==> config.mk <==
export PLATFORM = sky130hd
export DESIGN_NAME = multicycle_controller
export DESIGN_NICKNAME = d
export VERILOG_FILES = /design/src/rtl/riscv_ctrl_pkg.sv /design/src/rtl/alu_decoder.sv /design/src/rtl/multicycle_controller.sv
export SDC_FILE = /design/constraint.sdc
export NUM_CORES = 1
export LEC_CHECK = 0
export ABC_AREA = 0
export BUFFER_PORTS_ARGS = -buffer_cell sky130_fd_sc_hd__buf_4
export CORE_MARGIN = 10
export CORE_UTILIZATION = 41
export CTS_BUF_LIST = sky130_fd_sc_hd__clkbuf_4
export CTS_CLUSTER_SIZE = 12
export DETAILED_ROUTE_END_ITERATION = 8
export PLACE_DENSITY = 0.76
export SYNTH_ARGS = -nofsm -noshare
export SYNTH_HDL_FRONTEND = slang
export SYNTH_SLANG_ARGS = --single-unit
export TNS_END_PERCENT = 20
==> constraint.sdc <==
create_clock -name clk -period 1.3 [get_ports clk]
set_input_delay 0.065 -clock clk [delete_from_list [all_inputs] [get_ports clk]]
set_output_delay 0.065 -clock clk [all_outputs]
set_load 0.01 [all_outputs]
==> src/rtl/riscv_ctrl_pkg.sv <==
// Shared definitions for the multicycle RV32I control path.
// Holds state encoding, opcodes, mux select encodings and ALU operation codes.
package riscv_ctrl_pkg;

    typedef enum logic [3:0] {
        S_FETCH,
        S_DECODE,
        S_MEMADR,
        S_MEMREAD,
        S_MEMWB,
        S_MEMWRITE,
        S_EXECUTER,
        S_EXECUTEI,
        S_ALUWB,
        S_BRANCH,
        S_JAL,
        S_HALT
    } state_t;

    localparam logic [6:0] OP_LOAD   = 7'b0000011;
    localparam logic [6:0] OP_STORE  = 7'b0100011;
    localparam logic [6:0] OP_RTYPE  = 7'b0110011;
    localparam logic [6:0] OP_ITYPE  = 7'b0010011;
    localparam logic [6:0] OP_BRANCH = 7'b1100011;
    localparam logic [6:0] OP_JAL    = 7'b1101111;

    localparam logic [1:0] ALUOP_ADD   = 2'b00;
    localparam logic [1:0] ALUOP_SUB   = 2'b01;
    localparam logic [1:0] ALUOP_FUNCT = 2'b10;

    localparam logic [2:0] ALU_ADD = 3'b000;
    localparam logic [2:0] ALU_SUB = 3'b001;
    localparam logic [2:0] ALU_AND = 3'b010;
    localparam logic [2:0] ALU_OR  = 3'b011;
    localparam logic [2:0] ALU_SLT = 3'b101;

    localparam logic [1:0] RES_ALUOUT    = 2'b00;
    localparam logic [1:0] RES_DATA      = 2'b01;
    localparam logic [1:0] RES_ALURESULT = 2'b10;

    localparam logic [1:0] SRCA_PC    = 2'b00;
    localparam logic [1:0] SRCA_OLDPC = 2'b01;
    localparam logic [1:0] SRCA_RD1   = 2'b10;

    localparam logic [1:0] SRCB_RD2  = 2'b00;
    localparam logic [1:0] SRCB_IMM  = 2'b01;
    localparam logic [1:0] SRCB_FOUR = 2'b10;

    localparam logic [1:0] IMM_I = 2'b00;
    localparam logic [1:0] IMM_S = 2'b01;
    localparam logic [1:0] IMM_B = 2'b10;
    localparam logic [1:0] IMM_J = 2'b11;

    function automatic logic [1:0] imm_src(input logic [6:0] op);
        case (op)
            OP_STORE:  return IMM_S;
            OP_BRANCH: return IMM_B;
            OP_JAL:    return IMM_J;
            default:   return IMM_I;
        endcase
    endfunction

endpackage

==> src/rtl/alu_decoder.sv <==
// ALU operation decoder: maps ALUOp, Funct3, Funct7b5 and Op[5] to ALUControl.
// Ports: alu_op, funct3, funct7b5, op5 in; alu_control out. Purely combinational.
module alu_decoder
    import riscv_ctrl_pkg::*;
(
    input  logic [1:0] alu_op,
    input  logic [2:0] funct3,
    input  logic       funct7b5,
    input  logic       op5,
    output logic [2:0] alu_control
);

    always_comb begin
        alu_control = ALU_ADD;
        case (alu_op)
            ALUOP_SUB: alu_control = ALU_SUB;
            ALUOP_FUNCT: begin
                case (funct3)
                    // Only R-type (op5=1) with funct7b5 selects sub.
                    3'b000:  alu_control = (op5 & funct7b5) ? ALU_SUB : ALU_ADD;
                    3'b010:  alu_control = ALU_SLT;
                    3'b110:  alu_control = ALU_OR;
                    3'b111:  alu_control = ALU_AND;
                    default: alu_control = ALU_ADD;
                endcase
            end
            default: alu_control = ALU_ADD;
        endcase
    end

endmodule

==> src/rtl/multicycle_controller.sv <==
// Main Moore control FSM of the multicycle RV32I core.
// Ports: clk, reset (sync, active-high), Op/Funct3/Funct7b5/Zero in;
// PCWrite, AdrSrc, MemWrite, IRWrite, RegWrite, ResultSrc, ALUSrcA, ALUSrcB,
// ImmSrc, ALUControl, Illegal out. CTRL_BNE_EN macro adds bne branch support.
module multicycle_controller
    import riscv_ctrl_pkg::*;
#(
    parameter int unsigned HALT_ON_ILLEGAL = 0
) (
    input  logic       clk,
    input  logic       reset,
    input  logic [6:0] Op,
    input  logic [2:0] Funct3,
    input  logic       Funct7b5,
    input  logic       Zero,
    output logic       PCWrite,
    output logic       AdrSrc,
    output logic       MemWrite,
    output logic       IRWrite,
    output logic       RegWrite,
    output logic [1:0] ResultSrc,
    output logic [1:0] ALUSrcA,
    output logic [1:0] ALUSrcB,
    output logic [1:0] ImmSrc,
    output logic [2:0] ALUControl,
    output logic       Illegal
);

    state_t     state;
    state_t     next_state;
    logic [1:0] alu_op;
    logic       branch;
    logic       pc_update;
    logic       mem_write_s;
    logic       ir_write_s;
    logic       reg_write_s;
    logic       branch_cond;

    always_ff @(posedge clk) begin
        if (reset) state <= S_FETCH;
        else       state <= next_state;
    end

    always_comb begin
        next_state  = state;
        alu_op      = ALUOP_ADD;
        branch      = 1'b0;
        pc_update   = 1'b0;
        AdrSrc      = 1'b0;
        mem_write_s = 1'b0;
        ir_write_s  = 1'b0;
        reg_write_s = 1'b0;
        ResultSrc   = RES_ALUOUT;
        ALUSrcA     = SRCA_PC;
        ALUSrcB     = SRCB_RD2;
        Illegal     = 1'b0;
        case (state)
            S_FETCH: begin
                ir_write_s = 1'b1;
                ALUSrcB    = SRCB_FOUR;
                ResultSrc  = RES_ALURESULT;
                pc_update  = 1'b1;
                next_state = S_DECODE;
            end
            S_DECODE: begin
                // Precompute branch target from OldPC + imm.
                ALUSrcA = SRCA_OLDPC;
                ALUSrcB = SRCB_IMM;
                case (Op)
                    OP_LOAD, OP_STORE: next_state = S_MEMADR;
                    OP_RTYPE:          next_state = S_EXECUTER;
                    OP_ITYPE:          next_state = S_EXECUTEI;
                    OP_BRANCH:         next_state = S_BRANCH;
                    OP_JAL:            next_state = S_JAL;
                    default: begin
                        Illegal    = 1'b1;
                        next_state = (HALT_ON_ILLEGAL != 0) ? S_HALT : S_FETCH;
                    end
                endcase
            end
            S_MEMADR: begin
                ALUSrcA    = SRCA_RD1;
                ALUSrcB    = SRCB_IMM;
                next_state = (Op == OP_LOAD) ? S_MEMREAD : S_MEMWRITE;
            end
            S_MEMREAD: begin
                AdrSrc     = 1'b1;
                next_state = S_MEMWB;
            end
            S_MEMWB: begin
                ResultSrc   = RES_DATA;
                reg_write_s = 1'b1;
                next_state  = S_FETCH;
            end
            S_MEMWRITE: begin
                AdrSrc      = 1'b1;
                mem_write_s = 1'b1;
                next_state  = S_FETCH;
            end
            S_EXECUTER: begin
                ALUSrcA    = SRCA_RD1;
                alu_op     = ALUOP_FUNCT;
                next_state = S_ALUWB;
            end
            S_EXECUTEI: begin
                ALUSrcA    = SRCA_RD1;
                ALUSrcB    = SRCB_IMM;
                alu_op     = ALUOP_FUNCT;
                next_state = S_ALUWB;
            end
            S_ALUWB: begin
                reg_write_s = 1'b1;
                next_state  = S_FETCH;
            end
            S_BRANCH: begin
                ALUSrcA    = SRCA_RD1;
                alu_op     = ALUOP_SUB;
                branch     = 1'b1;
                next_state = S_FETCH;
            end
            S_JAL: begin
                ALUSrcA    = SRCA_OLDPC;
                ALUSrcB    = SRCB_FOUR;
                pc_update  = 1'b1;
                next_state = S_ALUWB;
            end
            S_HALT: begin
                Illegal    = 1'b1;
                next_state = S_HALT;
            end
            default: next_state = S_FETCH;
        endcase
    end

`ifdef CTRL_BNE_EN
    always_comb begin
        case (Funct3)
            3'b000:  branch_cond = Zero;
            3'b001:  branch_cond = ~Zero;
            default: branch_cond = 1'b0;
        endcase
    end
`else
    assign branch_cond = Zero & (Funct3 == 3'b000);
`endif

    // No architectural write may happen in a cycle where reset is high.
    assign PCWrite  = ~reset & (pc_update | (branch & branch_cond));
    assign IRWrite  = ~reset & ir_write_s;
    assign MemWrite = ~reset & mem_write_s;
    assign RegWrite = ~reset & reg_write_s;
    assign ImmSrc   = imm_src(Op);

    alu_decoder u_alu_decoder (
        .alu_op      (alu_op),
        .funct3      (Funct3),
        .funct7b5    (Funct7b5),
        .op5         (Op[5]),
        .alu_control (ALUControl)
    );

endmodule

==> summary.md <==
| Metric | Value |
|---|---|
| Outcome | `finished, violations left` |
| Failing checks | `negative setup slack` |
| Rows | `13` |
| GPL Wtd Cong | `between 0.8 and 0.9` |
| Detailed placement HPWL | `1811 um` |
| Total power | `498.3 uW` |
| Clock period minus worst slack | `1590 ps` |
| Reg area | `90.09 um2` |
| Vias in the first global route | `901` |
| Power per cell area | `431.5 mW/mm2` |
| Top flop regs | `state (4)` |
| Worst path slowest cell | `dfxtp_4` |
| Buffers on Ports | `30` |
| CP peak stage delay | `360 ps` |
| Min-delay src | `reset` |
| Cell count after synthesis | `86` |
| Commonest cells in the netlist | `11 x nor2_1, 8 x a21oi_1, 6 x inv_1, 6 x nor3_1` |
| Crit-path cells | `nor2b_4 > nand3_4 > inv_2 > buf_6 > nand4b_1 > a21oi_2 > buf_4` |
| Number of flip-flops in the largest register | `4` |
| Routed WL per cell | `18.84 um` |
| Synth area leaders | `dfxtp_1 14%, nor2_1 7.1%, a21oi_1 6.9%` |
| Worst slew margin | `0.7498` |
| RSZ-0062 raised after global routing | `true` |
| Setup ws final | `-289.8 ps` |
| Largest net degree at the start of global routing | `9` |
| Core area | `0.001318 mm2` |
| Final ANT Viol Nets | `0` |
| Seq/Total Area, Yosys | `0.1373` |
| N_diodes | `0` |
| Cell taking the most area after synthesis | `dfxtp_1` |
| Detailed Route WL | `2826 um` |
| R2r startpoint | `state[2]` |
| Clk_lat worst skew | `250 ps` |
| Syn Nets | `around 100` |
| First-pass GRT wire length | `4153 um` |
| Die area | `0.003330 mm2` |
| Leakage | `0.5233 nW` |
| CTS Buffer Depth | `2` |
| Starting Density | `0.4425` |
| Yosys warnings | `0` |
| TNS Setup | `-2309 ps` |
| Register bit total from synthesis | `4` |
| Crit path kind | `reg -> out` |
| Die W | `57.71 um` |
| Gr ovfl total | `0` |
| CTS Sinks | `4` |
| Hold Vio Cnt, Final | `0` |
| DR vias/cell | `6.020` |
| Pins Over Slew Limit | `0` |
| Total of max-cap violations | `0` |
| Period utilization | `1.223` |
| Worst endpoint required time | `1240 ps` |
| Max FO, Critical Path | `3` |
| Final setup viols | `14` |
| Most instantiated library cell after synthesis | `nor2_1` |
| Asr flop ratio synth | `0` |
| Total track usage | `0.1481` |
| CTS tree | `done` |
| Remaining DRCs | `0` |
| Starting DRT DRC Count | `40` |
| Via count | `903` |
| Element type at the critical path end | `output pin` |
| Design Area, Final | `0.001155 mm2` |
| Area growth from synthesis to layout | `98.07%` |
| Final std cells w/o fill | `150` |
| Synthesized area per cell | `roughly 6.8 um2` |
| Synth top area share | `0.1373` |
| Worst-margin pin slew | `374.3 ps` |
| NumNets Final | `153` |
| Library cells used by synthesis | `35` |
| CP delay by family, top | `simple AND/OR/NAND/NOR gates` |
| Layout cell share with drive strength beyond 1 | `0.6444` |
| Register clock-pin slew on the reported worst setup and hold paths | `40 ps` |
| Pre-antenna DRT Iters | `4` |
| Filler instances | `76` |
| Area of the multi-input gates | `around 600 um2` |
| Ports | `31` |
| Number of synthesized flops with an enable pin | `0` |
| Synth Cell Area | `583.1 um2` |
| FMAX | `629.0 MHz` |
| CTS H-tree depth | `1` |
| CP Launch Type | `register` |
| CTS root buf | `clkbuf_4` |
| Largest reg by FF count | `state` |
| Worst Path Buf+Inv | `3` |
| Predominant post-synthesis flop cell | `dfxtp_1` |
| DP Area | `955.9 um2` |
| Antenna violations before repair | `0` |
| Clock skew | `6.888 ps` |
| Max IR drop VDD | `about 610 uV` |
| Cts bufs inserted | `3` |
| Crit path launch | `state[2]` |
| Hold crit path type | `in -> reg` |
| Cell Count Post-Placement | `141` |
| Die Ht | `~58 um` |
| Arrival time at the worst endpoint | `1520 ps` |
## where the power goes
group          leakage, nW  internal, mW  switching, mW
Clock               0.0138         0.104         0.0630
Combinational        0.475         0.107         0.0998
Sequential          0.0349         0.123        0.00206
Total                0.523         0.333          0.165
## worst paths after layout
| check | endpoint | slack, ps | depth (start not counted) |
|---|---|---|---|
| setup / recovery | PCWrite | -290 | 7 |
| hold / removal | state[1] | 90 | 2 |
| setup reg to reg | state[1] | -180 | 4 |
| hold reg to reg | state[3] | 650 | 3 |
## cells in the final DEF, fill, tap and decap left out, types with 2 or more instances in the layout
cell type,instances
buf_6,4
inv_1,4
nand3_1,3
nand2b_1,2
nand2_4,2
dfxtp_2,2
inv_2,2
clkbuf_4,3
o21ai_2,2
nor2_2,2
nor2_4,2
nor3b_1,2
a21oi_1,5
nand2_1,2
nand4_1,2
dfxtp_4,2
o2111ai_1,2
a21oi_2,3
buf_4,47
nor4_1,2
nor3b_2,2
nor2_1,7
nor3_1,5
## metal layers
metal	GRT usage	vias up	wire length (um)
met5	0	-	0
met4	0.05705	0	116
met3	0.04357	16	216
met2	0.2776	50	1455
met1	0.1481	428	1038
li1	-	409	-
## kinds of logic (layout without fill, tap and decap cells)
kind of cell / Yosys count / in the layout / synth area share
adder cells (fa/ha/maj): 2 / 2 / 0.04291
AND/OR/NAND/NOR: 48 / 48 / 0.4914
buffers and inverters: 12 / 61 / 0.08582
flip-flops: 4 / 4 / 0.1373
XOR/XNOR: 3 / 3 / 0.04507
AO/OA/AOI/OAI: 17 / 17 / 0.1974
## per-stage QoR
step / utilization / hold slack [ps] / worst slack [ps]
2_1_floorplan: - / 172.3 / 1.554
4_1_cts: 0.8262 / 63.93 / -228.6
3_5_place_dp: 0.7255 / 305.0 / -105.8
6_report: 0.8765 / 90.43 / -289.8
5_1_grt: 0.8765 / 104.8 / -361.7
3_3_place_gp: 0.7255 / 303.2 / -82.41
## cell type report
| type | instances | share of cell area |
|---|---|---|
| clock buffers | 3 | 0.01950 |
| multi-input cells | 70 | 0.5190 |
| inverters | 6 | 0.01950 |
| repair buffers | 52 | 0.3478 |
| flip-flops and latches | 4 | 0.07801 |
| well taps | 15 | 0.01625 |
## timing repair
item                                    4_1_cts  5_1_grt
gates resized for setup                      22       15
endpoints found under the setup margin       15       15
buffers inserted                              4        2
pin swaps                                    10        7
hold buffers                                  0        0
(Power assumes the default switching activity.)
